$ cat config.mk
export PLATFORM = sky130hd
export DESIGN_NAME = subn_serial
export DESIGN_NICKNAME = d
export VERILOG_FILES = /design/src/rtl/subn_serial_pkg.sv /design/src/rtl/subn_serial_subtractor.sv /design/src/rtl/subn_serial.sv
export SDC_FILE = /design/constraint.sdc
export NUM_CORES = 1
export LEC_CHECK = 0
export CORE_UTILIZATION = 45
export DETAILED_ROUTE_END_ITERATION = 10
export PLACE_DENSITY = 0.71
export SETUP_SLACK_MARGIN = 0.15
export SYNTH_ARGS = -nofsm -noshare
export SYNTH_HDL_FRONTEND = slang
export SYNTH_SLANG_ARGS = --single-unit
export TNS_END_PERCENT = 1
$ cat constraint.sdc
create_clock -name clk -period 1.6 [get_ports clk]
set_input_delay 0.32 -clock clk [delete_from_list [all_inputs] [get_ports clk]]
set_output_delay 0.32 -clock clk [all_outputs]
set_load 0.02 [all_outputs]
$ cat src/rtl/subn_serial_pkg.sv
`default_nettype none
// ============================================================================
// Module  : subn_serial_pkg
// Purpose : Shared FSM encoding and borrow/overflow definitions for the
//           serial subtractor and its full-subtractor cell.
// Rev     : 1.0 - initial release
// ============================================================================
package subn_serial_pkg;

    // Borrow-out (bo) of the MSB flags unsigned underflow (a < b + bi).
    // Signed overflow is the XOR of the borrow into the MSB with bo.
    typedef enum logic [1:0] {
        ST_IDLE = 2'd0,
        ST_RUN  = 2'd1,
        ST_DONE = 2'd2
    } state_t;

endpackage
`default_nettype wire

$ cat src/rtl/subn_serial_subtractor.sv
`default_nettype none
// ============================================================================
// Module  : subn_serial_subtractor
// Purpose : 1-bit combinational full-subtractor cell (d = a - b - bi).
// Rev     : 1.0 - initial release
// ============================================================================
module subn_serial_subtractor (
    input  logic a,
    input  logic b,
    input  logic bi,
    output logic d,
    output logic bo
);

    logic w_axb;

    assign w_axb = a ^ b;
    assign d     = w_axb ^ bi;
    assign bo    = (~a & b) | (~w_axb & bi);

endmodule
`default_nettype wire

$ cat src/rtl/subn_serial.sv
`default_nettype none
// ============================================================================
// Module  : subn_serial
// Purpose : Bit-serial N-bit two's-complement subtractor, LSB first,
//           one full-subtractor cell, result valid N cycles after accept.
// Rev     : 1.0 - initial release
// ============================================================================
module subn_serial
    import subn_serial_pkg::*;
#(
    parameter int N = 8
) (
    input  logic         clk,
    input  logic         rst_n,
    input  logic         start,
    input  logic [N-1:0] a,
    input  logic [N-1:0] b,
    input  logic         bi,
    output logic         ready,
    output logic         done,
    output logic [N-1:0] diff,
    output logic         bo,
    output logic         overflow
);

    localparam int             CNT_W  = $clog2(N);
    localparam logic [CNT_W-1:0] C_LAST = CNT_W'(N - 1);

    state_t           r_state;
    state_t           w_state_next;
    logic [N-1:0]     r_a;
    logic [N-1:0]     r_b;
    logic [N-1:0]     r_res;
    logic             r_br;
    logic [CNT_W-1:0] r_cnt;
    logic [N-1:0]     r_diff;
    logic             r_bo;
    logic             r_ovf;

    logic             w_d;
    logic             w_br_next;
    logic             w_last;
    logic [N-1:0]     w_res_next;

    subn_serial_subtractor u_cell (
        .a  (r_a[0]),
        .b  (r_b[0]),
        .bi (r_br),
        .d  (w_d),
        .bo (w_br_next)
    );

    assign w_last     = (r_cnt == C_LAST);
    assign w_res_next = {w_d, r_res[N-1:1]};

    always_ff @(posedge clk or negedge rst_n) begin
        if (!rst_n) begin
            r_state <= ST_IDLE;
        end else begin
            r_state <= w_state_next;
        end
    end

    always_comb begin
        w_state_next = r_state;
        ready        = 1'b0;
        done         = 1'b0;
        case (r_state)
            ST_IDLE: begin
                ready = 1'b1;
                if (start) begin
                    w_state_next = ST_RUN;
                end
            end
            ST_RUN: begin
                if (w_last) begin
                    w_state_next = ST_DONE;
                end
            end
            ST_DONE: begin
                done         = 1'b1;
                w_state_next = ST_IDLE;
            end
            default: begin
                w_state_next = ST_IDLE;
            end
        endcase
    end

    // Outputs are loaded only on the final bit so partial results stay hidden.
    always_ff @(posedge clk or negedge rst_n) begin
        if (!rst_n) begin
            r_a    <= '0;
            r_b    <= '0;
            r_res  <= '0;
            r_br   <= 1'b0;
            r_cnt  <= '0;
            r_diff <= '0;
            r_bo   <= 1'b0;
            r_ovf  <= 1'b0;
        end else begin
            case (r_state)
                ST_IDLE: begin
                    if (start) begin
                        r_a   <= a;
                        r_b   <= b;
                        r_br  <= bi;
                        r_res <= '0;
                        r_cnt <= '0;
                    end
                end
                ST_RUN: begin
                    r_res <= w_res_next;
                    r_a   <= {1'b0, r_a[N-1:1]};
                    r_b   <= {1'b0, r_b[N-1:1]};
                    r_br  <= w_br_next;
                    r_cnt <= r_cnt + CNT_W'(1);
                    if (w_last) begin
                        r_diff <= w_res_next;
                        r_bo   <= w_br_next;
                        r_ovf  <= r_br ^ w_br_next;
                    end
                end
                default: begin
                end
            endcase
        end
    end

    assign diff     = r_diff;
    assign bo       = r_bo;
    assign overflow = r_ovf;

endmodule
`default_nettype wire

==> results of run 1 <==
[per-stage QoR]
| step | utilization (%) | cells | worst slack (ps) |
|---|---|---|---|
| after floorplan | - | 143 | 170 |
| after global placement | 57.3 | 221 | 89.2 |
| after detailed placement | 57.3 | 221 | 60.8 |
| after CTS | 61.2 | 230 | 13.1 |
| after global routing | 62.5 | 230 | 110 |
| final | 62.5 | 230 | 170 |
[worst max path at each step]
stage | to | cells past startpoint | startpoint | slack (ps)
after CTS | diff[7] | 1 | diff[7]$_DFFE_PN0P_ | 10
final | diff[2]$_DFFE_PN0P_ | 4 | r_cnt[1]$_DFFE_PN0P_ | 170
after global placement | r_b[5]$_DFFE_PN0P_ | 5 | start | 90
after floorplan | diff[3]$_DFFE_PN0P_ | 5 | r_cnt[0]$_DFFE_PN0P_ | 170
after global routing | diff[2]$_DFFE_PN0P_ | 4 | r_cnt[0]$_DFFE_PN0P_ | 110
after detailed placement | r_b[5]$_DFFE_PN0P_ | 3 | r_state[1]$_DFFE_PN0P_ | 60
[placed cells by master (no fill, tap or decap), drive strengths merged, types with 5 or more instances in the layout]
cell / instances
clkbuf: 7
mux2: 8
a21oi: 14
dlymetal6s2s: 9
a22o: 9
inv: 5
buf: 9
clkdlybuf4s50: 18
nor2: 6
o22ai: 26
dfrtp: 39
nand2: 5
o21ai: 7
[timing repair]
action | in CTS | in global routing
pin swaps | 0 | 1
resized for setup | 3 | 21
endpoints found under the hold margin | 18 | 0
buffers inserted | 0 | 0
hold buffers | 1 | 0
setup endpoints to repair | 34 | 34
[power by group through the flow]
stage / registers (mW) / clock network [mW] / logic [mW]
2_1_floorplan: 1.79 / 0 / 1.13
3_3_place_gp: 1.71 / 0 / 1.65
3_5_place_dp: 1.74 / 0 / 1.71
4_1_cts: 1.72 / 0.994 / 1.71
5_1_grt: 1.79 / 1.04 / 1.90
6_report: 1.74 / 0.979 / 1.74
[routing by layer]
metal / vias to the layer above / part of all wire (%) / global-route usage (%)
met5: - / 0 / 0
met3: 6 / 4.1 / 6.25
met4: 0 / 1.1 / 5.00
met1: 625 / 47 / 26.0
li1: 616 / - / -
met2: 27 / 47 / 31.7
[flip-flops by register name (all words and copies together) (netlist names)]
name,count
r_res,7
bo,1
r_b,8
r_a,8
diff,8
overflow,1
r_state,2
r_cnt,3
r_br,1
[final cells by class]
type / instances / area [sq um]
sequential: 39 / 976
timing repair buffer: 40 / 399
clock inverter: 3 / 67.6
tap: 48 / 60.1
multi-input combinational: 90 / 713
clock buffer: 5 / 68.8
fill: 300 / 1380
inverter: 5 / 21.3
[cell families (layout without fill, tap and decap cells)]
kind of cell | after synthesis | in the layout
and+or+nand+nor | 18 | 18
DFF | 39 | 39
AOI/OAI and AO/OA | 60 | 60
buffers and inverters | 14 | 53
muxes | 8 | 8
adders and majority gates | 3 | 3
xor gates and xnor gates | 1 | 1
==> results.cfg, run 1 <==
[drt]
drtIter0Drc = 87
via_count = 1274
route.detailed.drc = 0
routed_wirelength_um = 3650
antenna_left = 0
viasPerCell = 5.54
routedWlPerCell_um = 15.9
dr.pass1.iters = 4

[global_route]
grt_pass1_vias = 1323
antenna_found_initial = 0
grt_max_degree = 21
grt-ovfl-total = 0
grt_util_all_layers_pct = 19.8
grt_pass1_wl_um = 6200

[power]
switching_power_mw = 1.55
finalPower_mw = 4.45
p_sw_share_pct = 34.7
vdd.ir_drop.worst_uv = 928
internal-power_mw = 2.91
power.leakage_nw = 1.14
power_frac_comb_pct = 39.0
p_seq_share_pct = 39.0
clock_power_share_pct = 22.0
p_per_area_mw_per_mm2 = 1930

[critical_path]
cp_data_required_time_ps = 1780
cp_max_fo = 13
reg2reg_setup_slack_ps = 170
rr_worst_depth = 4
r2r-end = diff[2]$_DFFE_PN0P_
r2r-start = r_cnt[1]$_DFFE_PN0P_
cp_slowest_cell = dfrtp_1
critPathBufInv = 0
end_kind = flip-flop
crit_family = flip-flops
path_class = flip-flop to flip-flop
crit_chain = ha_2, ha_4, nand3b_4, mux2_4
startpoint_type = flip-flop
critPathMaxStageDelay_ps = 390
cp.arrival_ps = 1610

[run]
maxCapViolCount = 0

[clock_network]
cts_tree = yes
clock_sinks = 39
numCtsBuffers = 5
cts_max_level = 2
cts.path.max_buffers = 2
clk_latency_ps = 290
cts_root_buf = clkbuf_8
clk_pin_slew_ps = 80

[synth]
synthSimpleGateAreaFrac_pct = 6.66
synthAdderAreaFrac_pct = 2.58
synth_top_family_by_area = compound AO/OA/AOI/OAI gates
synth-async-reset-ratio_pct = 100
yosysWarnings = 0
syn_inst = 143
synth-compound-area-share_pct = 22.9
synth_edf_count = 0
synth_cell_types = 28
syn_nets = 166
ys.flop_type = dfrtp_1
synth_area_sq_mm = 0.00175
synth.largest_area_cell = dfrtp_1
synthTopCellsByCount = dfrtp_1 (39), o22ai_1 (26), a21oi_1 (14)
synth_mux_area_share_pct = 6.23
synth_most_common_cell = dfrtp_1
avgSynthCellArea_sq_um = 12.2
ys_seq_area_share_pct = 55.8
synthTopCellsByArea = dfrtp_1 (56%), o22ai_1 (9.3%), a22o_1 (4.5%)
synth-xor-area-share_pct = 0.501
ys_ff_latch = 39
netlist.area_leader.share_pct = 55.8

[die]
num_rows = 22
die_width_um = 64.3
ios = 32
initial_utilization_pct = 47.4
fp.dieArea_sq_mm = 0.00414
die_h_um = 64.3
coreArea_sq_mm = 0.00369

[placement]
hpwl_um = 2440
place_area_sq_mm = 0.00211
io_buffers = 31
gp_congestion = 0.755

[timing]
max_slew_margin_pct = 71.5
drv_slew = 0
hold_ws_ps = 487
layout_min_cycle_time_ps = 1430
finalSetupViolCount = 0
skew_ps = 7.79
max_freq_mhz = 699
hold_viol = 0
rsz0062_at_grt = true
worstMarginPinSlew_ps = 428
fin_crit_sh_pct = 89.4
final.setup.tns_ps = 0

[min_path]
hp-class = input port to asynchronous set/reset pin

[outcome]
outcome = completed

[finish]
num_antenna_cells = 0
fin_nets = 204
fin_area_sq_mm = 0.00231
synthToLayoutAreaGrowth_pct = 31.9
layout-drive-gt1-share_pct = 20.3
No activity file was read; power rests on OpenSTA's default activity.
==> run 2: changes to the inputs <==
--- a/config.mk
+++ b/config.mk
@@ -7,6 +7,7 @@
 export LEC_CHECK = 0
 export CORE_UTILIZATION = 45
 export DETAILED_ROUTE_END_ITERATION = 10
+export GPL_TIMING_DRIVEN = 0
 export PLACE_DENSITY = 0.71
 export SETUP_SLACK_MARGIN = 0.15
 export SYNTH_ARGS = -nofsm -noshare
==> run 2 against run 1 <==
  * Global-route usage is 0.39 points lower
  * First-iteration DRC count increased by 14%
  * Hold slack got worse by 370 ps
  * Cell count rose by 2.6%
  * Non-clock buffer count grew 6
  * Flip-flop and latch count stayed put
  * Via count rose by 3.3%
  * Cell area up 1.6%
  * Routed wire length shrank 0.60%
  * Critical path type is now flip-flop to primary output
  * Largest cell class unchanged
  * Largest power group is now combinational cells
  * Highest routed layer unchanged
==> results.cfg, run 2 (synthesized netlist as in run 1, its figures left out) <==
[outcome]
outcome = completed

[global_route]
antenna_found_initial = 0
grt-ovfl-total = 0
grt_pass1_vias = 1303
grt_util_all_layers_pct = 19.4
grt_max_degree = 40
grt_pass1_wl_um = 6140

[power]
p_per_area_mw_per_mm2 = 1870
power.leakage_nw = 1.16
power_frac_comb_pct = 41.2
vdd.ir_drop.worst_uv = 974
p_seq_share_pct = 39.9
p_sw_share_pct = 35.1
internal-power_mw = 2.84
clock_power_share_pct = 18.9
finalPower_mw = 4.38
switching_power_mw = 1.54

[critical_path]
r2r-end = diff[3]$_DFFE_PN0P_
startpoint = r_state[0]$_DFFE_PN0P_
critPathMaxStageDelay_ps = 420
startpoint_type = flip-flop
cp_data_required_time_ps = 1280
crit_family = flip-flops
cp.arrival_ps = 1210
reg2reg_setup_slack_ps = 190
cp-endpoint = ready
path_class = flip-flop to primary output
crit_cells = 3
r2r-start = r_cnt[0]$_DFFE_PN0P_
end_kind = primary output
cp_max_fo = 10
crit_chain = buf_6, nor2_1, buf_4
critPathBufInv = 2
rr_worst_depth = 5
cp_slowest_cell = dfrtp_1

[finish]
num_antenna_cells = 0
layout-drive-gt1-share_pct = 23.4
synthToLayoutAreaGrowth_pct = 34.1
layout.cells.non_filler = 236
fin_nets = 210
fin_area_sq_mm = 0.00234
final_util_pct = 63.5
n_fill_cell = 295
final_cell_mix = dfrtp_1 (39), o22ai_1 (26), clkdlybuf4s50_1 (18), a21oi_1 (14)
final_common_cell = dfrtp_1

[timing]
fin_crit_sh_pct = 95.7
layout_min_cycle_time_ps = 1530
setup_ws_ps = 69.2
max_freq_mhz = 653
hold_viol = 0
max_slew_margin_pct = 45.3
skew_ps = 7.03
worstMarginPinSlew_ps = 820
rsz0062_at_grt = true
drv_slew = 0
finalSetupViolCount = 0

[drt]
dr.pass1.iters = 4
routed_wirelength_um = 3630
routedWlPerCell_um = 15.4
viasPerCell = 5.58
drtIter0Drc = 99
antenna_left = 0
route.detailed.drc = 0
via_count = 1316

[clock_network]
cts_tree = yes
clk_latency_ps = 290
cts.path.max_buffers = 2
cts_max_level = 2
numCtsBuffers = 5
clock_sinks = 39
clk_pin_slew_ps = 70
ctsHoldBuffers = 0
cts_root_buf = clkbuf_8

[run]
maxCapViolCount = 0

[die]
coreArea_sq_mm = 0.00369
ios = 32
die_width_um = 64.3
die_h_um = 64.3
num_rows = 22
fp.dieArea_sq_mm = 0.00414
initial_utilization_pct = 47.4

[placement]
hpwl_um = 2390
dpl.cell_count = 222
gp_congestion = 0.738
dpl_worst_slack_ps = -203
io_buffers = 31
place_area_sq_mm = 0.00211

[min_path]
hp-class = input port to asynchronous set/reset pin
==> run 2: power groups by stage <==
stage	Clock [mW]	Combinational, mW	Sequential (mW)
final	0.827	1.80	1.75
after global routing	0.892	2.00	1.81
after CTS	0.851	1.76	1.73
after detailed placement	0	1.75	1.75
after global placement	0	1.70	1.72
after floorplan	0	1.13	1.79
==> run 2: final cells by class <==
type / instances / area, sq um / area share [%]
Sequential cell: 39 / 976 / 41.6
Multi-Input combinational cell: 90 / 712 / 30.4
Timing Repair Buffer: 37 / 370 / 15.8
Clock buffer: 6 / 82.6 / 3.52
Buffer: 9 / 81.3 / 3.47
Tap cell: 48 / 60.1 / 2.56
Clock inverter: 2 / 35.0 / 1.49
Inverter: 5 / 26.3 / 1.12
==> run 2: per-stage QoR <==
step,setup TNS [ps],hold WS (ps)
6_report,0,118
5_1_grt,0,194
4_1_cts,0,150
3_5_place_dp,-704,466
3_3_place_gp,-24580,464
2_1_floorplan,0,24.4
==> run 2: worst min-delay path by stage <==
stage,start,end,cells after the start
floorplan,rst_n,bo$_DFFE_PN0P_,0
global placement,overflow$_DFFE_PN0P_,overflow$_DFFE_PN0P_,2
detailed placement,rst_n,diff[5]$_DFFE_PN0P_,1
CTS,rst_n,diff[5]$_DFFE_PN0P_,1
global route,rst_n,overflow$_DFFE_PN0P_,1
finish,rst_n,diff[5]$_DFFE_PN0P_,1
==> run 2: timing repair <==
item / in CTS / in global routing
pin swaps: 0 / 2
gates resized for setup: 10 / 22
endpoints found under the hold margin: 0 / 0
buffers inserted: 3 / 3
endpoints found under the setup margin: 17 / 20
==> run 2: worst register-to-register path, stage by stage (launching register included) <==
cell	delay, ps
dfrtp_1	410
ha_4	180
ha_4	160
nand3b_4	100
buf_8	150
mux2_4	300
==> run 2: layer usage <==
layer | routed length, um | vias to the layer above | global-route usage, %
li1 | - | 628 | -
met1 | 1660 | 656 | 26.5
met2 | 1770 | 27 | 29.9
met3 | 155 | 5 | 5.18
met4 | 45 | 0 | 6.39
met5 | 0 | - | 0
